===== src/rtl/ir_line_calibrator_if.sv =====
// ir_line_calibrator_if: sensor readings, command pulses and classification results of the IR line calibrator
interface ir_line_calibrator_if #(
    parameter int NCH = 8,
    parameter int TW  = 17
) ();
    logic [NCH*TW-1:0]          ttd;
    logic                       sample_valid;
    logic                       cap_a;
    logic                       cap_b;
    logic                       recal;
    logic                       busy;
    logic                       cal_done;
    logic                       cal_fault;
    logic [NCH-1:0]             line_det;
    logic [$clog2(NCH+1)-1:0]   line_cnt;
    logic                       det_valid;

    modport master (
        output ttd, sample_valid, cap_a, cap_b, recal,
        input  busy, cal_done, cal_fault, line_det, line_cnt, det_valid
    );

    modport slave (
        input  ttd, sample_valid, cap_a, cap_b, recal,
        output busy, cal_done, cal_fault, line_det, line_cnt, det_valid
    );
endinterface


===== src/rtl/ir_line_calibrator.sv =====
// ir_line_calibrator: two-surface per-channel threshold calibration and line classification; define IR_HYST_EN for hysteresis
module ir_line_calibrator #(
    parameter int NCH          = 8,
    parameter int TW           = 17,
    parameter int AVG_LOG2     = 2,
    parameter int MIN_CONTRAST = 16,
    parameter int HYST         = 8
) (
    input logic                 WF_CLK,
    input logic                 reset,
    ir_line_calibrator_if.slave bus
);
    localparam int CW = $clog2(NCH+1);
    localparam int AW = TW + AVG_LOG2;
    localparam int NW = AVG_LOG2 + 1;
    localparam logic [NW-1:0] LAST = NW'(2**AVG_LOG2 - 1);
    localparam logic [TW-1:0] MC = TW'(MIN_CONTRAST);
`ifdef IR_HYST_EN
    localparam bit HYST_ON = 1'b1;
`else
    localparam bit HYST_ON = 1'b0;
`endif
    localparam logic [TW-1:0] HB = HYST_ON ? TW'(HYST) : '0;

    typedef enum logic [2:0] {UNCAL, CAP_A, WAIT_B, CAP_B, EVAL, CAL} state_t;

    state_t          state, next;
    logic [NW-1:0]   cnt;
    logic [AW-1:0]   acc [NCH];
    logic [AW-1:0]   sum [NCH];
    logic [TW-1:0]   avg_a [NCH];
    logic [TW-1:0]   avg_b [NCH];
    logic [TW-1:0]   thr [NCH];
    logic [TW-1:0]   mid [NCH];
    logic [TW-1:0]   hi [NCH];
    logic [TW-1:0]   lo [NCH];
    logic [TW:0]     hi_w [NCH];
    logic [TW-1:0]   rd [NCH];
    logic [NCH-1:0]  line_det, det;
    logic [CW-1:0]   line_cnt, cnt_det;
    logic            det_valid, cal_fault, last, fault, cap, clr, in_cal;

    assign bus.busy      = state == CAP_A || state == CAP_B || state == EVAL;
    assign bus.cal_done  = state == CAL;
    assign bus.cal_fault = cal_fault;
    assign bus.line_det  = line_det;
    assign bus.line_cnt  = line_cnt;
    assign bus.det_valid = det_valid;

    // per-channel sums, averages, midpoint, contrast check and classification
    always_comb begin
        fault   = 1'b0;
        cnt_det = '0;
        for (int i = 0; i < NCH; i++) begin
            rd[i]    = bus.ttd[i*TW +: TW];
            sum[i]   = acc[i] + AW'(rd[i]);
            avg_b[i] = TW'(acc[i] >> AVG_LOG2);
            mid[i]   = TW'(({1'b0, avg_a[i]} + {1'b0, avg_b[i]}) >> 1);
            fault    = fault | (((avg_a[i] > avg_b[i]) ? avg_a[i] - avg_b[i] : avg_b[i] - avg_a[i]) < MC);
            hi_w[i]  = {1'b0, thr[i]} + {1'b0, HB};
            hi[i]    = hi_w[i][TW] ? '1 : hi_w[i][TW-1:0];
            lo[i]    = (thr[i] < HB) ? '0 : thr[i] - HB;
            det[i]   = (rd[i] > hi[i]) ? 1'b1 : (HYST_ON && rd[i] >= lo[i]) ? line_det[i] : 1'b0;
            cnt_det  = cnt_det + CW'(det[i]);
        end
    end

    // next-state selection with recal > cap_a > cap_b priority
    always_comb begin
        next = state;
        last = bus.sample_valid && cnt == LAST;
        if (bus.recal)
            next = UNCAL;
        else
            case (state)
                UNCAL:   next = bus.cap_a ? CAP_A : UNCAL;
                CAP_A:   next = last ? WAIT_B : CAP_A;
                WAIT_B:  next = bus.cap_a ? CAP_A : bus.cap_b ? CAP_B : WAIT_B;
                CAP_B:   next = last ? EVAL : CAP_B;
                EVAL:    next = fault ? UNCAL : CAL;
                CAL:     next = bus.cap_a ? CAP_A : CAL;
                default: next = UNCAL;
            endcase
    end

    // state register
    always_ff @(posedge WF_CLK) begin
        if (reset)
            state <= UNCAL;
        else
            state <= next;
    end

    assign cap    = (state == CAP_A || state == CAP_B) && !bus.recal;
    assign clr    = bus.recal || (next != state && (next == CAP_A || next == CAP_B)) || (state == CAP_A && next == WAIT_B);
    assign in_cal = state == CAL && next == CAL;

    // accumulation, averages, thresholds, fault flag and registered detection outputs
    always_ff @(posedge WF_CLK) begin
        if (reset) begin
            cnt       <= '0;
            cal_fault <= 1'b0;
            line_det  <= '0;
            line_cnt  <= '0;
            det_valid <= 1'b0;
            for (int i = 0; i < NCH; i++) begin
                acc[i]   <= '0;
                avg_a[i] <= '0;
                thr[i]   <= '0;
            end
        end else begin
            cnt       <= clr ? '0 : (cap && bus.sample_valid) ? cnt + NW'(1) : cnt;
            cal_fault <= bus.recal ? 1'b0 : (state == EVAL) ? fault : (next == CAP_A) ? 1'b0 : cal_fault;
            det_valid <= in_cal && bus.sample_valid;
            line_det  <= !in_cal ? '0 : bus.sample_valid ? det : line_det;
            line_cnt  <= !in_cal ? '0 : bus.sample_valid ? cnt_det : line_cnt;
            for (int i = 0; i < NCH; i++) begin
                acc[i]   <= clr ? '0 : (cap && bus.sample_valid) ? sum[i] : acc[i];
                avg_a[i] <= (state == CAP_A && next == WAIT_B) ? TW'(sum[i] >> AVG_LOG2) : avg_a[i];
                thr[i]   <= (state == EVAL && next == CAL) ? mid[i] : thr[i];
            end
        end
    end
endmodule

===== src/flat_wrapper.sv =====
// flat-port wrapper written by rule: the top's interface ports become plain ports
module ir_line_calibrator_flat 
#(
    parameter int NCH          = 8,
    parameter int TW           = 17,
    parameter int AVG_LOG2     = 2,
    parameter int MIN_CONTRAST = 16,
    parameter int HYST         = 8
)
  (WF_CLK, reset, bus_ttd, bus_sample_valid, bus_cap_a, bus_cap_b, bus_recal, bus_busy, bus_cal_done, bus_cal_fault, bus_line_det, bus_line_cnt, bus_det_valid);
  ir_line_calibrator_if #(.NCH(NCH), .TW(TW)) bus_i ();
  input logic WF_CLK;
  input logic reset;
  input wire logic [$bits(bus_i.ttd)-1:0] bus_ttd;
  input wire logic [$bits(bus_i.sample_valid)-1:0] bus_sample_valid;
  input wire logic [$bits(bus_i.cap_a)-1:0] bus_cap_a;
  input wire logic [$bits(bus_i.cap_b)-1:0] bus_cap_b;
  input wire logic [$bits(bus_i.recal)-1:0] bus_recal;
  output wire logic [$bits(bus_i.busy)-1:0] bus_busy;
  output wire logic [$bits(bus_i.cal_done)-1:0] bus_cal_done;
  output wire logic [$bits(bus_i.cal_fault)-1:0] bus_cal_fault;
  output wire logic [$bits(bus_i.line_det)-1:0] bus_line_det;
  output wire logic [$bits(bus_i.line_cnt)-1:0] bus_line_cnt;
  output wire logic [$bits(bus_i.det_valid)-1:0] bus_det_valid;
  assign bus_i.ttd = bus_ttd;
  assign bus_i.sample_valid = bus_sample_valid;
  assign bus_i.cap_a = bus_cap_a;
  assign bus_i.cap_b = bus_cap_b;
  assign bus_i.recal = bus_recal;
  assign bus_busy = bus_i.busy;
  assign bus_cal_done = bus_i.cal_done;
  assign bus_cal_fault = bus_i.cal_fault;
  assign bus_line_det = bus_i.line_det;
  assign bus_line_cnt = bus_i.line_cnt;
  assign bus_det_valid = bus_i.det_valid;
  ir_line_calibrator #(.NCH(NCH), .TW(TW), .AVG_LOG2(AVG_LOG2), .MIN_CONTRAST(MIN_CONTRAST), .HYST(HYST)) u_core (.WF_CLK(WF_CLK), .reset(reset), .bus(bus_i));
endmodule

===== config.mk =====
export PLATFORM = sky130hd
export DESIGN_NAME = ir_line_calibrator_flat
export DESIGN_NICKNAME = d
export VERILOG_FILES = /design/src/rtl/ir_line_calibrator_if.sv /design/src/rtl/ir_line_calibrator.sv /design/src/flat_wrapper.sv
export SDC_FILE = /design/constraint.sdc
export NUM_CORES = 2
export LEC_CHECK = 0
export ABC_AREA = 1
export BUFFER_PORTS_ARGS = -buffer_cell sky130_fd_sc_hd__buf_2
export CAP_MARGIN = 40
export CELL_PAD_IN_SITES_DETAIL_PLACEMENT = 0
export CELL_PAD_IN_SITES_GLOBAL_PLACEMENT = 1
export CORE_MARGIN = 5
export CORE_UTILIZATION = 42
export DETAILED_ROUTE_END_ITERATION = 12
export MAX_ROUTING_LAYER = met4
export PLACE_DENSITY_LB_ADDON = 0.1
export SLEW_MARGIN = 30
export SYNTH_ARGS = -nofsm -noshare
export SYNTH_HDL_FRONTEND = slang
export SYNTH_SLANG_ARGS = --single-unit

===== constraint.sdc =====
create_clock -name WF_CLK -period 4.05 [get_ports WF_CLK]
set_clock_uncertainty 0.15 [all_clocks]
set_input_delay 0.405 -clock WF_CLK [delete_from_list [all_inputs] [get_ports WF_CLK]]
set_output_delay 0.405 -clock WF_CLK [all_outputs]
set_load 0.05 [all_outputs]

==> results.cfg <==
[status]
status = finished with violations
failed_checks = setup timing

[final_layout]
area_growth_syn_to_layout_pct = 17.4
final_design_area_no_fill_um2 = 56000
layout-drive-gt1-share_pct = 12.2
instances_no_fill = 9641
nets = 8924

[die]
core_area_um2 = 113000
rows = 123
die_area_um2 = 120000
initial_utilization_pct = 42.4
ioPinCount = 158
chipHeight_um = 347
die_width_um = 347

[detailed_routing]
routed_via_density = 5.06
drc = 0
avgRoutedWirePerCell_um = 17.0
drt-initial-drc-count = 3248
number_of_iterations_in_the_first_detailed_routing_pass = 6
routed_wl_mm = 164
detailroute.via_count = 48800
antenna_violating_nets_post_route = 0

[synthesis]
cell_count_after_synthesis = 7619
synth_area_leader_cell = sky130_fd_sc_hd__dfxtp_1
mappedNetlistArea_um2 = 47700
yosysMostFrequentCell = sky130_fd_sc_hd__nand2_1
async_flop_share_pct = 0
ys.flop_type = sky130_fd_sc_hd__dfxtp_1
netlist_top_cells_count = sky130_fd_sc_hd__nand2_1, sky130_fd_sc_hd__inv_1, sky130_fd_sc_hd__a21oi_1, sky130_fd_sc_hd__ha_1, sky130_fd_sc_hd__nor2_1
synth-edff-count = 0
mean_cell_area_of_the_mapped_netlist_um2 = 6.26
seq_area_frac_synth_pct = 18.6
synth_fp_nets = 8458
synth_warnings = 0
yosys-top-cells-area = sky130_fd_sc_hd__dfxtp_1, sky130_fd_sc_hd__ha_1, sky130_fd_sc_hd__nand2_1, sky130_fd_sc_hd__inv_1, sky130_fd_sc_hd__a21oi_1
ys_seq_elements = 444
synth_top_area_share_pct = 18.6
netlist-cell-type-count = 56

[clock_tree]
clk_pin_slew_worst_paths_ns = 0.06
clock_tree.root_cell = sky130_fd_sc_hd__clkbuf_16
clkSinkCount = 444
cts-buffers-inserted = 59
h-tree-depth = 2
cts_tree = done
cts-root-to-sink-buffers = 3
clock_latency_ns = 0.69

[critical_path]
cp-end-kind = flip-flop
critical_path_peak_fanout = 3
worst-setup-path-type = reg -> reg
crit_required_ns = 4.51
timing.critical_path.from_type = flip-flop
crit_path_dat_ns = 4.86

[sta]
period_minus_slack_ns = 4.40
finalCritPeriodShare_pct = 109
final_max_slew_viol_count = 0
maxSlewHeadroom_pct = 46.4
grt_setup_unrepaired = true
finalHoldViolations = 0
worstMarginPinSlew_ns = 0.796
fin_ws_ns = -0.348
max_clock_freq_mhz = 227
setup_viol_count_final = 2

[pwr]
internal_power_uw = 8540
share_seq_of_total_power_pct = 36.3
power.clock.fraction_pct = 47.3
p_leak_uw = 0.0296
power.ir.vdd_worst_v = 0.000320
power_switching_share_pct = 29.2
power_frac_comb_pct = 16.3
netSwitchingPower_uw = 3520
powerDensity_nw_per_um2 = 215

[place]
hpwl_mm = 131
gp_congestion = 0.945
buffer_ports.inserted = 157
post_dp_cell_area_um2 = 52900
number_of_placed_instances_with_taps_included = 9501

[global_route]
antenna_found_initial = 18
maximum_number_of_pins_on_one_net_before_global_route_repair = 135
global_route.usage.total_pct = 26.5
top_usage_layer = met2
wire_length_of_the_first_global_routing_pass_mm = 253
via_count_of_the_first_global_routing_pass = 46500
grtUsageMet1_pct = 36.5
grtUsageMet2_pct = 42.7
grt.overflow.total = 0
grtUsageMet3_pct = 2.64

[worst_hold_path]
worstHoldPathType = in -> reg

[flow_run]
max_cap_violations = 0
==> state kept, by name, indices dropped and copies added, names as in the netlist <==
register,flops
u_core.bus.line_cnt,4
u_core.bus.cal_fault,1
u_core.avg_a,136
u_core.bus.det_valid,1
u_core.cnt,3
u_core.thr,136
u_core.state,3
u_core.bus.line_det,8
u_core.acc,152
==> cells in the final DEF (no fill, tap or decap), drive strengths merged, types with 42 or more instances in the layout <==
master,netlist,routed
dfxtp,444,444
nand3,346,346
buf,145,638
a21oi,719,719
xnor2,56,56
nand4,96,96
nor2,605,605
nor3,74,74
nand2,2002,2002
clkbuf,99,85
o21ai,545,545
o211ai,68,68
xor2,244,244
o21bai,42,42
inv,1245,1251
ha,677,677
==> logic make-up after synthesis <==
logic type | Yosys count | synth area share, %
AND/OR/NAND/NOR | 3172 | 27.4
AO/OA/AOI/OAI | 1504 | 17.1
buffers and inverters | 1493 | 12.6
adder cells (fa/ha/maj) | 697 | 18.6
flip-flops | 444 | 18.6
XOR/XNOR | 300 | 5.51
multiplexers | 9 | 0.189
==> layer usage <==
layer | up-vias | share of wire, %
met5 | - | 0
met4 | 0 | 2.0
met3 | 185 | 4.4
met2 | 899 | 45
met1 | 22300 | 49
li1 | 25300 | -
==> worst max-delay path: stages, from the launching register on <==
cell and delay [ns]:
sky130_fd_sc_hd__dfxtp_1 0.32, sky130_fd_sc_hd__inv_2 0.05, sky130_fd_sc_hd__ha_4 0.22, sky130_fd_sc_hd__a21oi_2 0.12, sky130_fd_sc_hd__a21oi_1 0.10, sky130_fd_sc_hd__o21ai_2 0.19, sky130_fd_sc_hd__a21oi_2 0.12, sky130_fd_sc_hd__a2111oi_4 0.34
sky130_fd_sc_hd__o221ai_4 0.18, sky130_fd_sc_hd__nand2_2 0.12, sky130_fd_sc_hd__inv_4 0.06, sky130_fd_sc_hd__ha_4 0.25, sky130_fd_sc_hd__inv_2 0.03, sky130_fd_sc_hd__fa_1 0.47, sky130_fd_sc_hd__fa_1 0.50, sky130_fd_sc_hd__inv_1 0.05
sky130_fd_sc_hd__fa_2 0.34, sky130_fd_sc_hd__inv_2 0.06, sky130_fd_sc_hd__fa_2 0.41, sky130_fd_sc_hd__nand2_1 0.07, sky130_fd_sc_hd__o21ai_1 0.06, sky130_fd_sc_hd__nor2_1 0.10
==> final timing paths <==
path	start	end	slack [ns]	cells after the start
max	u_core.thr[0][2]$_SDFFE_PP0P_	u_core.bus.line_cnt[1]$_SDFFE_PP0P_	-0.35	21
min	bus_ttd[17]	u_core.acc[1][0]$_SDFFE_PP0P_	0.10	5
max reg2reg	u_core.thr[0][2]$_SDFFE_PP0P_	u_core.bus.line_cnt[1]$_SDFFE_PP0P_	-0.35	21
min reg2reg	u_core.thr[1][25]$_SDFFE_PP0P_	u_core.thr[1][25]$_SDFFE_PP0P_	0.30	2
==> repair_timing <==
item | CTS | global route
hold buffers | 8 | 0
gates resized for setup | 23 | 158
endpoints found under the hold margin | 12 | 0
setup endpoints to repair | 4 | 301
buffers inserted | 1 | 9
pin swaps | 11 | 23
gates cloned | 0 | 6
==> metrics by stage <==
stage / setup WS [ns] / hold WS, ns / total power [uW] / utilization (%) / TNS [ns]
3_3_place_gp: -1.03 / 0.294 / 6300 / 46.9 / -3.10
4_1_cts: -0.599 / 0.0277 / 12100 / 48.9 / -1.62
3_5_place_dp: -1.05 / 0.300 / 6320 / 47.0 / -3.20
5_1_grt: -0.557 / 0.123 / 12600 / 49.7 / -1.81
2_1_floorplan: -0.103 / 0.283 / 5650 / - / -0.103
6_report: -0.348 / 0.103 / 12100 / 49.7 / -0.568
==> power groups by stage <==
stage | clock network (uW) | logic (uW) | registers, uW
floorplan | 0 | 1170 | 4480
global placement | 0 | 1820 | 4480
detailed placement | 0 | 1840 | 4480
CTS | 5880 | 1870 | 4380
global route | 6040 | 2210 | 4380
finish | 5710 | 1970 | 4380
==> layout make-up <==
cell class / instances / area (um2)
Fill cell: 12000 / 56600
Antenna cell: 9 / 22.5
Clock buffer: 82 / 1690
Sequential cell: 444 / 8900
Multi-Input combinational cell: 5682 / 33500
Clock inverter: 26 / 368
Timing Repair Buffer: 649 / 4950
Tap cell: 1500 / 1880
Inverter: 1249 / 4710
No activity file was read; power rests on OpenSTA's default activity.
